[src/rtl/counter_ctrl.sv]
// counter_ctrl: control/configuration sequencer for the interval counter.
//
// It owns the counter's state code (0 = RESET, 1 = RUN, 2 = HALT), the
// 32-bit interval setting and a target-count register. Start/stop/clear
// commands arrive over a valid/ready handshake. When the counter reaches a
// non-zero target, the sequencer halts it automatically.
//
// Optional feature, build macro COUNTER_CTRL_AUTO_RELOAD_EN:
//   When defined, a target hit enters a clear window of CLR_CYCLES cycles
//   and then returns straight to RUN instead of HALT. reload_cnt counts
//   these hits. When undefined, reload_cnt is tied to 0.
//
// Ports:
//   clk        : system clock; all logic on posedge
//   rst        : asynchronous, active-high reset
//   cmd_valid  : command present
//   cmd_ready  : command accepted when cmd_valid && cmd_ready (low in CLR)
//   cmd_op     : 0=NOP 1=START 2=STOP 3=CLEAR
//   cfg_we     : config write strobe (single cycle)
//   cfg_addr   : 0=interval 1=target
//   cfg_wdata  : config write data
//   cfg_err    : one-cycle pulse, write rejected because the FSM was in RUN
//   counter_in : current count from the counter datapath
//   state      : state code driven to the counter
//   interval   : interval driven to the counter (never 0)
//   done       : one-cycle pulse after a target hit
//   busy       : high while the state is RUN
//   reload_cnt : number of auto-reload hits (wraps at 16 bits)
module counter_ctrl #(
  parameter logic [31:0] DEFAULT_INTERVAL = 32'd1,
  parameter int          CLR_CYCLES       = 2
) (
  input  logic        clk,
  input  logic        rst,
  input  logic        cmd_valid,
  output logic        cmd_ready,
  input  logic [1:0]  cmd_op,
  input  logic        cfg_we,
  input  logic        cfg_addr,
  input  logic [31:0] cfg_wdata,
  output logic        cfg_err,
  input  logic [31:0] counter_in,
  output logic [7:0]  state,
  output logic [31:0] interval,
  output logic        done,
  output logic        busy,
  output logic [15:0] reload_cnt
);

  typedef enum logic [1:0] {
    S_IDLE = 2'd0,
    S_RUN  = 2'd1,
    S_HALT = 2'd2,
    S_CLR  = 2'd3
  } fsm_t;

  localparam logic [1:0] OP_START = 2'd1;
  localparam logic [1:0] OP_STOP  = 2'd2;
  localparam logic [1:0] OP_CLEAR = 2'd3;

  // The down-counter runs from CLR_CYCLES-1 to 0, so CLR lasts exactly CLR_CYCLES cycles.
  localparam logic [7:0] CLR_LOAD = 8'(CLR_CYCLES - 1);

  fsm_t        fsm, fsm_nxt;
  logic [7:0]  clr_cnt, clr_cnt_nxt;
  logic        clr_to_run, clr_to_run_nxt;  // CLR window belongs to an auto-reload
  logic [31:0] target;
  logic        done_nxt;
  logic        accept;
  logic        hit;

  // Map an FSM state to the code seen by the counter.
  function automatic logic [7:0] code_of(input fsm_t s);
    case (s)
      S_RUN:   code_of = 8'd1;
      S_HALT:  code_of = 8'd2;
      default: code_of = 8'd0;  // IDLE and CLR both present RESET
    endcase
  endfunction

  assign accept = cmd_valid && cmd_ready;
  assign hit    = (target != 32'd0) && (counter_in >= target);

  // Next-state logic. Priority is CLEAR > target hit > STOP > START.
  always_comb begin
    fsm_nxt        = fsm;
    clr_cnt_nxt    = clr_cnt;
    clr_to_run_nxt = clr_to_run;
    done_nxt       = 1'b0;
    case (fsm)
      S_IDLE: begin
        if (accept && cmd_op == OP_CLEAR) begin
          fsm_nxt        = S_CLR;
          clr_cnt_nxt    = CLR_LOAD;
          clr_to_run_nxt = 1'b0;
        end else if (accept && cmd_op == OP_START) begin
          fsm_nxt = S_RUN;
        end else begin
          fsm_nxt = S_IDLE;
        end
      end
      S_RUN: begin
        if (accept && cmd_op == OP_CLEAR) begin
          // A clear that coincides with a hit suppresses done.
          fsm_nxt        = S_CLR;
          clr_cnt_nxt    = CLR_LOAD;
          clr_to_run_nxt = 1'b0;
        end else if (hit) begin
          done_nxt = 1'b1;
`ifdef COUNTER_CTRL_AUTO_RELOAD_EN
          fsm_nxt        = S_CLR;
          clr_cnt_nxt    = CLR_LOAD;
          clr_to_run_nxt = 1'b1;
`else
          fsm_nxt = S_HALT;
`endif
        end else if (accept && cmd_op == OP_STOP) begin
          fsm_nxt = S_HALT;
        end else begin
          fsm_nxt = S_RUN;
        end
      end
      S_HALT: begin
        if (accept && cmd_op == OP_CLEAR) begin
          fsm_nxt        = S_CLR;
          clr_cnt_nxt    = CLR_LOAD;
          clr_to_run_nxt = 1'b0;
        end else if (accept && cmd_op == OP_START) begin
          fsm_nxt = S_RUN;
        end else begin
          fsm_nxt = S_HALT;
        end
      end
      S_CLR: begin
        if (clr_cnt == 8'd0) begin
          fsm_nxt = clr_to_run ? S_RUN : S_IDLE;
        end else begin
          clr_cnt_nxt = clr_cnt - 8'd1;
        end
      end
      default: begin
        fsm_nxt = S_IDLE;
      end
    endcase
  end

  // State register and registered outputs. The outputs follow fsm_nxt so that they change on the same edge as the FSM.
  always_ff @(posedge clk or posedge rst) begin
    if (rst) begin
      fsm        <= S_IDLE;
      clr_cnt    <= 8'd0;
      clr_to_run <= 1'b0;
      state      <= 8'd0;
      busy       <= 1'b0;
      cmd_ready  <= 1'b1;
      done       <= 1'b0;
      cfg_err    <= 1'b0;
      interval   <= DEFAULT_INTERVAL;
      target     <= 32'd0;
    end else begin
      fsm        <= fsm_nxt;
      clr_cnt    <= clr_cnt_nxt;
      clr_to_run <= clr_to_run_nxt;
      state      <= code_of(fsm_nxt);
      busy       <= (fsm_nxt == S_RUN);
      cmd_ready  <= (fsm_nxt != S_CLR);
      done       <= done_nxt;
      // Reject a config write only when the FSM is in RUN at this edge.
      // This means a write that coincides with START is still accepted.
      cfg_err    <= cfg_we && (fsm == S_RUN);
      if (cfg_we && fsm != S_RUN) begin
        if (cfg_addr == 1'b0) begin
          interval <= (cfg_wdata == 32'd0) ? 32'd1 : cfg_wdata;
        end else begin
          target <= cfg_wdata;
        end
      end
    end
  end

`ifdef COUNTER_CTRL_AUTO_RELOAD_EN
  logic [15:0] reload_q;

  // Count the auto-reload hits; the counter wraps naturally at 16 bits.
  always_ff @(posedge clk or posedge rst) begin
    if (rst) begin
      reload_q <= 16'd0;
    end else if (fsm == S_RUN && fsm_nxt == S_CLR && clr_to_run_nxt) begin
      reload_q <= reload_q + 16'd1;
    end
  end

  assign reload_cnt = reload_q;
`else
  assign reload_cnt = 16'd0;
`endif

endmodule

[config.mk]
export PLATFORM = sky130hd
export DESIGN_NAME = counter_ctrl
export DESIGN_NICKNAME = d
export VERILOG_FILES = /design/src/rtl/counter_ctrl.sv
export SDC_FILE = /design/constraint.sdc
export NUM_CORES = 1
export LEC_CHECK = 0
export CAP_MARGIN = 30
export CORE_MARGIN = 2
export CORE_UTILIZATION = 51
export DETAILED_ROUTE_END_ITERATION = 8
export PLACE_DENSITY = 0.82
export SLEW_MARGIN = 20
export SYNTH_ARGS = -nofsm -noshare
export SYNTH_HDL_FRONTEND = slang
export SYNTH_SLANG_ARGS = --single-unit
[constraint.sdc]
create_clock -name clk -period 7.5 [get_ports clk]
set_clock_uncertainty 0.2 [all_clocks]
set_input_delay 1.125 -clock clk [delete_from_list [all_inputs] [get_ports clk]]
set_output_delay 1.125 -clock clk [all_outputs]
set_load 0.02 [all_outputs]
==> results.sh, run 1 <==
export IMPL_grt_max_degree=80
export IMPL_drive_gt1_frac=0.1869
export IMPL_slew_headroom=0.5161
export IMPL_cp_end_kind="flip-flop"
export IMPL_setup_viol=0
export IMPL_fin_nets=587
export IMPL_multi_input_area_um2=1959
export IMPL_synth_main_ff_cell="dfrtp_1"
export IMPL_min_from="interval[17]$_DFFE_PP0P_"
export IMPL_num_vias=3134
export IMPL_cts_clk_slew_worst_paths_ns=0.08
export IMPL_clock_sinks=79
export IMPL_grt_pass1_vias=3347
export IMPL_p_int_w=0.0007934
export IMPL_track_usage=0.2253
export IMPL_clk_latency_ns=0.35
export IMPL_die_area_um2=8988
export IMPL_cp_data_arrival_time_ns=3.42
export IMPL_whs_ns=0.3082
export IMPL_synth_avg_cell_area_um2=11.43
export IMPL_seq_area_frac_synth=0.4707
export IMPL_p_sw_frac=0.2900
export IMPL_slew_viol_final=0
export IMPL_cts_buffer_depth=2
export IMPL_reg2reg_from="target[31]$_DFFE_PP0P_"
export IMPL_ant_nets=0
export IMPL_portBuffers=108
export IMPL_fmax_mhz=293.9
export IMPL_final_seq_area_um2=1979
export IMPL_critPathMaxStageDelay_ns=0.51
export IMPL_core_area_um2=8093
export IMPL_min_delay_path_depth=1
export IMPL_min_to="interval[17]$_DFFE_PP0P_"
export IMPL_die_y_um=94.81
export IMPL_r2r_end="fsm[0]$_DFF_PP0_"
export IMPL_syn_inst=368
export IMPL_core_rowCount=33
export IMPL_finalCritPeriodShare=0.4536
export IMPL_grt_pass1_wl_um=15510
export IMPL_rsz0062_at_grt="false"
export IMPL_areaGrowthSynthToFinish_pct=31.72
export IMPL_tns_ns=0
export IMPL_tightest_slew_ns=0.7259
export IMPL_hold_viol=0
export IMPL_switching_power_w=0.0003240
export IMPL_grt_use_met3=0.04789
export IMPL_path_class="in2reg"
export IMPL_synth_distinct_cells=45
export IMPL_stdcell_count=592
export IMPL_die_width_um=94.81
export IMPL_run_status="completed"
export IMPL_cap_violations=0
export IMPL_fill_cells=629
export IMPL_dpl_hpwl_um=7137
export IMPL_vdd_drop_max_v=0.0001281
export IMPL_via_per_inst=5.294
export IMPL_pwr_share_seq=0.457
export IMPL_drt_pass1_iter_count=4
export IMPL_cp_required_ns=7.51
export IMPL_pre_cts_ws_ns=3.771
export IMPL_startpoint_type="primary input"
export IMPL_wire_per_inst_um=15.94
export IMPL_yosysTopAreaCell="dfrtp_1"
export IMPL_htree_levels=3
export IMPL_netlist_area_um2=4205
export IMPL_routed_wl_um=9435
export IMPL_cp_max_fo=5
export IMPL_synth_edf_count=0
export IMPL_drcViolationCount=0
export IMPL_rrSetupSlack_ns=4.92
export IMPL_r2r_cells=8
export IMPL_synthArstFlopShare=1.000
export IMPL_cp_slowest_cell="a2111oi_0"
export IMPL_power_share_clock=0.280
export IMPL_synthTopCellsByArea="dfrtp_1 (46%), mux2_2 (17%), ha_1 (10%), buf_4 (4.1%), inv_1 (3.3%)"
export IMPL_cts_tree="built"
export IMPL_start_util=0.5196
export IMPL_cts_hold_buf=0
export IMPL_synth_most_common_cell="dfrtp_1"
export IMPL_powerDensity_nw_per_um2=201.7
export IMPL_post_cts_buffers=0
export IMPL_use_met2=0.3753
export IMPL_dp_cells=575
export IMPL_netlist_area_leader_share=0.4582
export IMPL_gr_usage_met1=0.2873
export IMPL_post_cts_resize_count=0
export IMPL_comb_power_share=0.263
export IMPL_leakagePower_nw=2.449
export IMPL_antenna_found_initial=0
export IMPL_gp_congestion=0.8739
export IMPL_hold_class="reg2reg"
export IMPL_worstPathCellList="clkdlybuf4s50_1 > inv_1 > ha_1 > nand2b_1 > a2111oi_0 > or4b_1 > a31oi_1 > o32ai_2 > o221ai_1"
export IMPL_grt_overflow_total=0
export IMPL_drt_iter0_drc=140
export IMPL_cts_buffers=9
export IMPL_grt_most_used_layer="met2"
export IMPL_n_antenna_cell=0
export IMPL_cts_root_buf="clkbuf_8"
export IMPL_ys_ff_latch=79
export IMPL_netlist_top_cells_count="dfrtp_1 (77), mux2_2 (63), inv_1 (37)"
export IMPL_finalCriticalPeriod_ns=3.402
export IMPL_yosysWarnings=0
export IMPL_io_pins=131
export IMPL_setup_slack_ns=4.098
-- per-layer routing --
| layer | part of all wire | vias to the layer above |
|---|---|---|
| met1 | 0.43 | 1490 |
| li1 | - | 1513 |
| met5 | 0 | - |
| met3 | 0.058 | 15 |
| met2 | 0.49 | 116 |
| met4 | 0.021 | 0 |
-- logic make-up after synthesis --
family,count (synthesis),synth area share
other,1,0.0008917
flip-flops,79,0.4707
adder cells (fa/ha/maj),34,0.1012
XOR/XNOR,5,0.01042
buffers and inverters,67,0.08212
AO/OA/AOI/OAI,42,0.06338
AND/OR/NAND/NOR,77,0.1026
multiplexers,63,0.1687
-- layout make-up --
class / instances / area share
flip-flops and latches: 79 / 0.3574
inverters: 37 / 0.02530
clock buffers: 10 / 0.02485
multi-input cells: 243 / 0.3537
well taps: 105 / 0.02372
repair buffers: 112 / 0.2042
clock inverters: 6 / 0.01084
-- cell usage in the layout, fill, tap and decap left out, drive strengths merged, types with 10 or more instances in the layout --
cell	count
a21oi	18
clkbuf	10
clkdlybuf4s50	108
conb	22
dfrtp	77
ha	34
inv	36
mux2	63
nand2	14
nand4	10
nor2	11
nor4	19
-- state kept, by name (all words and copies together), names as in the netlist --
name / flops
cfg_err: 1
clr_cnt: 8
cmd_ready: 1
done: 1
fsm: 2
interval: 32
state: 2
target: 32
-- stage by stage --
stage | power [W] | utilization | cell area [um^2]
after global routing | 0.001179 | 0.6844 | 5539
after floorplan | 0.0006857 | - | 4284
after CTS | 0.001126 | 0.6810 | 5512
final | 0.001117 | 0.6844 | 5539
after global placement | 0.0007991 | 0.6566 | 5314
after detailed placement | 0.0008113 | 0.6566 | 5314
-- critical path, delay by kind of cell --
family	cells	cell delay [ns]
AND/OR/NAND/NOR	2	0.33
AO/OA/AOI/OAI	4	1.20
adder cells (fa/ha/maj)	1	0.27
buffers and inverters	2	0.49
-- how the worst max path moves through the flow --
stage / from / end
4_1_cts: counter_in[0] / fsm[1]$_DFF_PP0_
5_1_grt: counter_in[0] / fsm[1]$_DFF_PP0_
2_1_floorplan: rst / cfg_err$_DFF_PP0_
3_5_place_dp: counter_in[0] / fsm[1]$_DFF_PP0_
3_3_place_gp: counter_in[0] / fsm[1]$_DFF_PP0_
6_report: counter_in[0] / fsm[1]$_DFF_PP0_
-- power by group through the flow --
| stage | Clock (W) | Combinational [W] | Sequential (W) |
|---|---|---|---|
| floorplan | 0 | 0.000143 | 0.000543 |
| global placement | 0 | 0.000284 | 0.000515 |
| detailed placement | 0 | 0.000293 | 0.000518 |
| CTS | 0.000321 | 0.000295 | 0.000510 |
| global route | 0.000337 | 0.000324 | 0.000518 |
| finish | 0.000313 | 0.000294 | 0.000510 |
(Power assumes the default switching activity.)
==> inputs of run 2 (changes only) <==
--- a/config.mk
+++ b/config.mk
@@ -7,9 +7,9 @@
 export LEC_CHECK = 0
 export CAP_MARGIN = 30
 export CORE_MARGIN = 2
-export CORE_UTILIZATION = 51
+export CORE_UTILIZATION = 47
 export DETAILED_ROUTE_END_ITERATION = 8
-export PLACE_DENSITY = 0.82
+export PLACE_DENSITY = 0.77
 export SLEW_MARGIN = 20
 export SYNTH_ARGS = -nofsm -noshare
 export SYNTH_HDL_FRONTEND = slang
==> constraint.sdc (replaced) <==
create_clock -name clk -period 3.45 [get_ports clk]
set_clock_uncertainty 0.2 [all_clocks]
set_input_delay 0.5175 -clock clk [delete_from_list [all_inputs] [get_ports clk]]
set_output_delay 0.5175 -clock clk [all_outputs]
set_load 0.02 [all_outputs]
==> run 2 against run 1 <==
  * Combinational power increased by 120%
  * Sequential cell count did not move
  * First-iteration DRC count decreased by 34%
  * Wire length increased by 2.4%
  * Non-clock buffer count down 1
  * Critical path type unchanged
==> results.sh, run 2 (synthesized netlist as in run 1, its figures left out) <==
export IMPL_run_status="completed"
export IMPL_finalCriticalPeriod_ns=2.733
export IMPL_num_vias=3149
export IMPL_cp_max_fo=5
export IMPL_fill_cells=705
export IMPL_fin_nets=586
export IMPL_hold_class="reg2reg"
export IMPL_drt_pass1_iter_count=4
export IMPL_tns_ns=0
export IMPL_io_pins=131
export IMPL_top_regs="interval x32, target x32, clr_cnt x8"
export IMPL_cp_end_kind="flip-flop"
export IMPL_slew_viol_final=0
export IMPL_wire_per_inst_um=16.26
export IMPL_leakagePower_nw=2.430
export IMPL_die_width_um=98.59
export IMPL_clock_sinks=79
export IMPL_core_area_um2=8678
export IMPL_routed_wl_um=9658
export IMPL_final_common_cell="clkdlybuf4s50_1"
export IMPL_core_rowCount=34
export IMPL_hold_viol=0
export IMPL_cts_buffers=9
export IMPL_track_usage=0.2001
export IMPL_fmax_mhz=365.8
export IMPL_path_class="in2reg"
export IMPL_post_cts_resize_count=0
export IMPL_rsz0062_at_grt="false"
export IMPL_clk_latency_ns=0.34
export IMPL_gp_congestion=0.8930
export IMPL_cp_required_ns=3.46
export IMPL_grt_overflow_total=0
export IMPL_htree_levels=3
export IMPL_die_area_um2=9720
export IMPL_cts_buffer_depth=2
export IMPL_start_util=0.4846
export IMPL_portBuffers=108
export IMPL_cts_clk_slew_worst_paths_ns=0.08
export IMPL_powerDensity_nw_per_um2=431.4
export IMPL_die_y_um=98.59
export IMPL_grt_pass1_wl_um=15510
export IMPL_cts_tree="built"
export IMPL_antenna_found_initial=0
export IMPL_drcViolationCount=0
export IMPL_vdd_drop_max_v=0.0002719
export IMPL_cts_root_buf="clkbuf_8"
export IMPL_grt_max_degree=48
export IMPL_final_cell_mix="clkdlybuf4s50_1 (108), dfrtp_1 (77), mux2_2 (63)"
export IMPL_drt_iter0_drc=93
export IMPL_finalCritPeriodShare=0.7923
export IMPL_tightest_slew_ns=0.8288
export IMPL_cap_violations=0
export IMPL_via_per_inst=5.301
export IMPL_cts_hold_buf=0
export IMPL_post_cts_buffers=0
export IMPL_dpl_hpwl_um=7390
export IMPL_ant_nets=0
export IMPL_drive_gt1_frac=0.1852
export IMPL_startpoint_type="primary input"
export IMPL_pre_cts_ws_ns=0.3388
export IMPL_setup_slack_ns=0.7165
export IMPL_setup_viol=0
export IMPL_cp_data_arrival_time_ns=2.74
export IMPL_n_antenna_cell=0
export IMPL_grt_pass1_vias=3208
export IMPL_areaGrowthSynthToFinish_pct=31.12
export IMPL_slew_headroom=0.4469
==> run 2: per-layer routing <==
| layer | GRT usage | part of all wire | up-vias |
|---|---|---|---|
| li1 | - | - | 1491 |
| met1 | 0.2625 | 0.44 | 1551 |
| met2 | 0.3318 | 0.50 | 95 |
| met3 | 0.03759 | 0.050 | 12 |
| met4 | 0.07587 | 0.017 | 0 |
| met5 | 0 | 0 | - |
==> run 2: layout make-up <==
| class | instances | area (um^2) | area share |
|---|---|---|---|
| Sequential cell | 79 | 1979 | 0.3590 |
| Multi-Input combinational cell | 243 | 1959 | 0.3553 |
| Timing Repair Buffer | 111 | 1116 | 0.2024 |
| Clock buffer | 11 | 151.4 | 0.02746 |
| Inverter | 37 | 140.1 | 0.02541 |
| Tap cell | 108 | 135.1 | 0.02451 |
| Clock inverter | 5 | 32.53 | 0.005900 |
==> run 2: worst max-delay path, stage by stage <==
cell             delay (ns)
clkdlybuf4s50_1        0.45
inv_1                  0.04
ha_1                   0.27
nand2b_1               0.14
a2111oi_0              0.48
or4b_1                 0.20
a31oi_1                0.09
o32ai_2                0.39
o221ai_1               0.16
==> run 2: path summary, 6_finish.rpt <==
path	end	cells after the start	start	slack [ns]
max	fsm[1]$_DFF_PP0_	9	counter_in[0]	0.72
min	interval[0]$_DFFE_PP1P_	2	interval[0]$_DFFE_PP1P_	0.29
max reg2reg	fsm[0]$_DFF_PP0_	8	target[14]$_DFFE_PP0P_	0.89
min reg2reg	interval[0]$_DFFE_PP1P_	2	interval[0]$_DFFE_PP1P_	0.29
max in group asynchronous	clr_cnt[1]$_DFFE_PP0P_	3	rst	1.97
min in group asynchronous	interval[11]$_DFFE_PP0P_	2	rst	0.44
==> run 2: through the flow <==
stage | hold slack [ns] | total power [W] | instances | cell area [um^2] | util
floorplan | 0.2578 | 0.001491 | 389 | 4284 | -
global placement | 0.2720 | 0.001744 | 578 | 5330 | 0.6142
detailed placement | 0.2819 | 0.001769 | 578 | 5330 | 0.6142
CTS | 0.2939 | 0.002398 | 594 | 5514 | 0.6354
global route | 0.3074 | 0.002493 | 594 | 5514 | 0.6354
finish | 0.2854 | 0.002379 | 594 | 5514 | 0.6354
==> run 2: power breakdown <==
group / internal (W) / switching [W] / total [W]
Clock: 0.000298 / 0.000332 / 0.000630
Combinational: 0.000336 / 0.000304 / 0.000640
Sequential: 0.00104 / 0.0000717 / 0.00111
==> inputs of run 3 (changes only) <==
==> constraint.sdc (replaced) <==
create_clock -name clk -period 2.7 [get_ports clk]
set_clock_uncertainty 0.2 [all_clocks]
set_input_delay 0.405 -clock clk [delete_from_list [all_inputs] [get_ports clk]]
set_output_delay 0.405 -clock clk [all_outputs]
set_load 0.02 [all_outputs]
==> run 3 against run 2 <==
  * Global-route usage grew 0.54 points
  * Setup slack got worse by 0.61 ns
  * Clock power rose by 51%
  * Sequential cell count unchanged
  * Hold slack got worse by 0.24 ns
  * Core utilization rose by 1.3 points
  * Register-to-register slack lost 0.73 ns
  * Combinational power increased by 32%
  * First-iteration DRC count increased by 5.4%
  * Largest cell class unchanged
==> results.sh, run 3 (synthesized netlist as in run 1, its figures left out) <==
export IMPL_grt_pass1_wl_um=15820
export IMPL_num_vias=3124
export IMPL_leakagePower_nw=2.490
export IMPL_antenna_found_initial=0
export IMPL_slew_viol_final=0
export IMPL_power_total_w=0.003213
export IMPL_run_status="completed"
export IMPL_n_antenna_cell=0
export IMPL_vdd_drop_max_v=0.0003218
export IMPL_post_cts_buffers=0
export IMPL_htree_levels=3
export IMPL_grt_most_used_layer="met2"
export IMPL_finalCritPeriodShare=0.9599
export IMPL_use_met2=0.3365
export IMPL_grt_max_degree=48
export IMPL_cts_tree="built"
export IMPL_grt_overflow_total=0
export IMPL_core_rowCount=34
export IMPL_path_class="in2reg"
export IMPL_routed_wl_um=9697
export IMPL_track_usage=0.2055
export IMPL_fill_cells=702
export IMPL_hold_viol=0
export IMPL_top_regs="interval x32, target x32, clr_cnt x8"
export IMPL_dp_cells=589
export IMPL_cp_end_kind="flip-flop"
export IMPL_io_pins=131
export IMPL_clk_latency_ns=0.35
export IMPL_cp_max_fo=5
export IMPL_gp_congestion=0.8602
export IMPL_powerDensity_nw_per_um2=571.0
export IMPL_cp_data_arrival_time_ns=2.60
export IMPL_areaGrowthSynthToFinish_pct=33.83
export IMPL_fmax_mhz=385.9
export IMPL_finalCriticalPeriod_ns=2.592
export IMPL_drive_gt1_frac=0.1992
export IMPL_drt_iter0_drc=98
export IMPL_fin_nets=597
export IMPL_clock_sinks=79
export IMPL_start_util=0.4846
export IMPL_cts_clk_slew_worst_paths_ns=0.08
export IMPL_cap_violations=0
export IMPL_cts_buffers=9
export IMPL_stdcell_count=605
export IMPL_multi_input_area_um2=1961
export IMPL_drt_pass1_iter_count=4
export IMPL_final_seq_area_um2=1979
export IMPL_dpl_hpwl_um=7544
export IMPL_via_per_inst=5.164
export IMPL_wire_per_inst_um=16.03
export IMPL_ant_nets=0
export IMPL_portBuffers=108
export IMPL_hold_class="in2async"
export IMPL_cp_required_ns=2.71
export IMPL_die_width_um=98.59
export IMPL_setup_viol=0
export IMPL_startpoint_type="primary input"
export IMPL_gr_usage_met1=0.2655
export IMPL_final_common_cell="clkdlybuf4s50_1"
export IMPL_cts_root_buf="clkbuf_8"
export IMPL_core_area_um2=8678
export IMPL_grt_pass1_vias=3244
export IMPL_tightest_slew_ns=0.6354
export IMPL_cts_buffer_depth=2
export IMPL_die_area_um2=9720
export IMPL_slew_headroom=0.5744
export IMPL_grt_use_met3=0.04184
export IMPL_drcViolationCount=0
export IMPL_final_cell_mix="clkdlybuf4s50_1 (108), dfrtp_1 (77), mux2_2 (63)"
export IMPL_die_y_um=98.59
run 3: cell count changes in the layout (fill, tap and decap cells not counted):
| cell | before | now |
|---|---|---|
| a2111oi_0 | 1 | 0 |
| a2111oi_1 | 0 | 1 |
| buf_4 | 2 | 13 |
| bufinv_16 | 0 | 2 |
| clkbuf_1 | 0 | 2 |
| clkbuf_8 | 11 | 9 |
| clkinv_2 | 3 | 1 |
run 3: critical path: stages:
cell and delay, ns:
clkdlybuf4s50_1 0.45, inv_1 0.04, ha_1 0.26, nand2b_1 0.15, a2111oi_1 0.47, or4b_1 0.21
a31oi_1 0.09, o32ai_2 0.22, buf_4 0.18, o221ai_1 0.12
run 3: stage by stage:
stage / instance area [um^2] / setup WS (ns) / TNS [ns] / hold slack (ns) / utilization
2_1_floorplan: 4284 / 0.07493 / 0 / 0.2578 / -
3_3_place_gp: 5413 / -0.2700 / -1.070 / 0.2707 / 0.6237
3_5_place_dp: 5413 / -0.3215 / -1.170 / 0.2869 / 0.6237
4_1_cts: 5627 / 0.05642 / 0 / 0.03717 / 0.6484
5_1_grt: 5628 / -0.01880 / -0.01880 / 0.05427 / 0.6485
6_report: 5628 / 0.1084 / 0 / 0.04419 / 0.6485
run 3: path summary, 6_finish.rpt:
kind / from / endpoint / slack, ns / cells past startpoint
min in group clk: interval[0]$_DFFE_PP1P_ / interval[0]$_DFFE_PP1P_ / 0.30 / 2
setup / recovery: counter_in[0] / fsm[1]$_DFF_PP0_ / 0.11 / 10
hold / removal: rst / interval[31]$_DFFE_PP0P_ / 0.04 / 2
hold reg to reg: interval[0]$_DFFE_PP1P_ / interval[0]$_DFFE_PP1P_ / 0.30 / 2
max in group asynchronous: rst / interval[0]$_DFFE_PP1P_ / 1.65 / 3
setup reg to reg: target[14]$_DFFE_PP0P_ / fsm[0]$_DFF_PP0_ / 0.16 / 9
run 3: metal layers:
metal / share of wire / wire length, um
met3: 0.058 / 562
met4: 0.026 / 252
met5: 0 / 0
met2: 0.49 / 4733
met1: 0.43 / 4148
run 3: cell type report:
type                       count  share of cell area
timing repair buffer         122              0.2130
clock buffer                  11             0.02334
inverter                      37             0.02490
clock inverter                 5             0.01467
multi-input combinational    243              0.3484
tap                          108             0.02401
sequential                    79              0.3517
run 3: report_power, final:
part	total (W)	switching, W	internal, W
clock network	0.000949	0.000428	0.000521
logic	0.000845	0.000393	0.000452
registers	0.00142	0.0000929	0.00133
total	0.00321	0.000914	0.00230
run 3: what timing repair did:
| action | in CTS | in global routing |
|---|---|---|
| gates resized for setup | 0 | 1 |
| hold buffers | 0 | 0 |
| endpoints found under the setup margin | 0 | 2 |
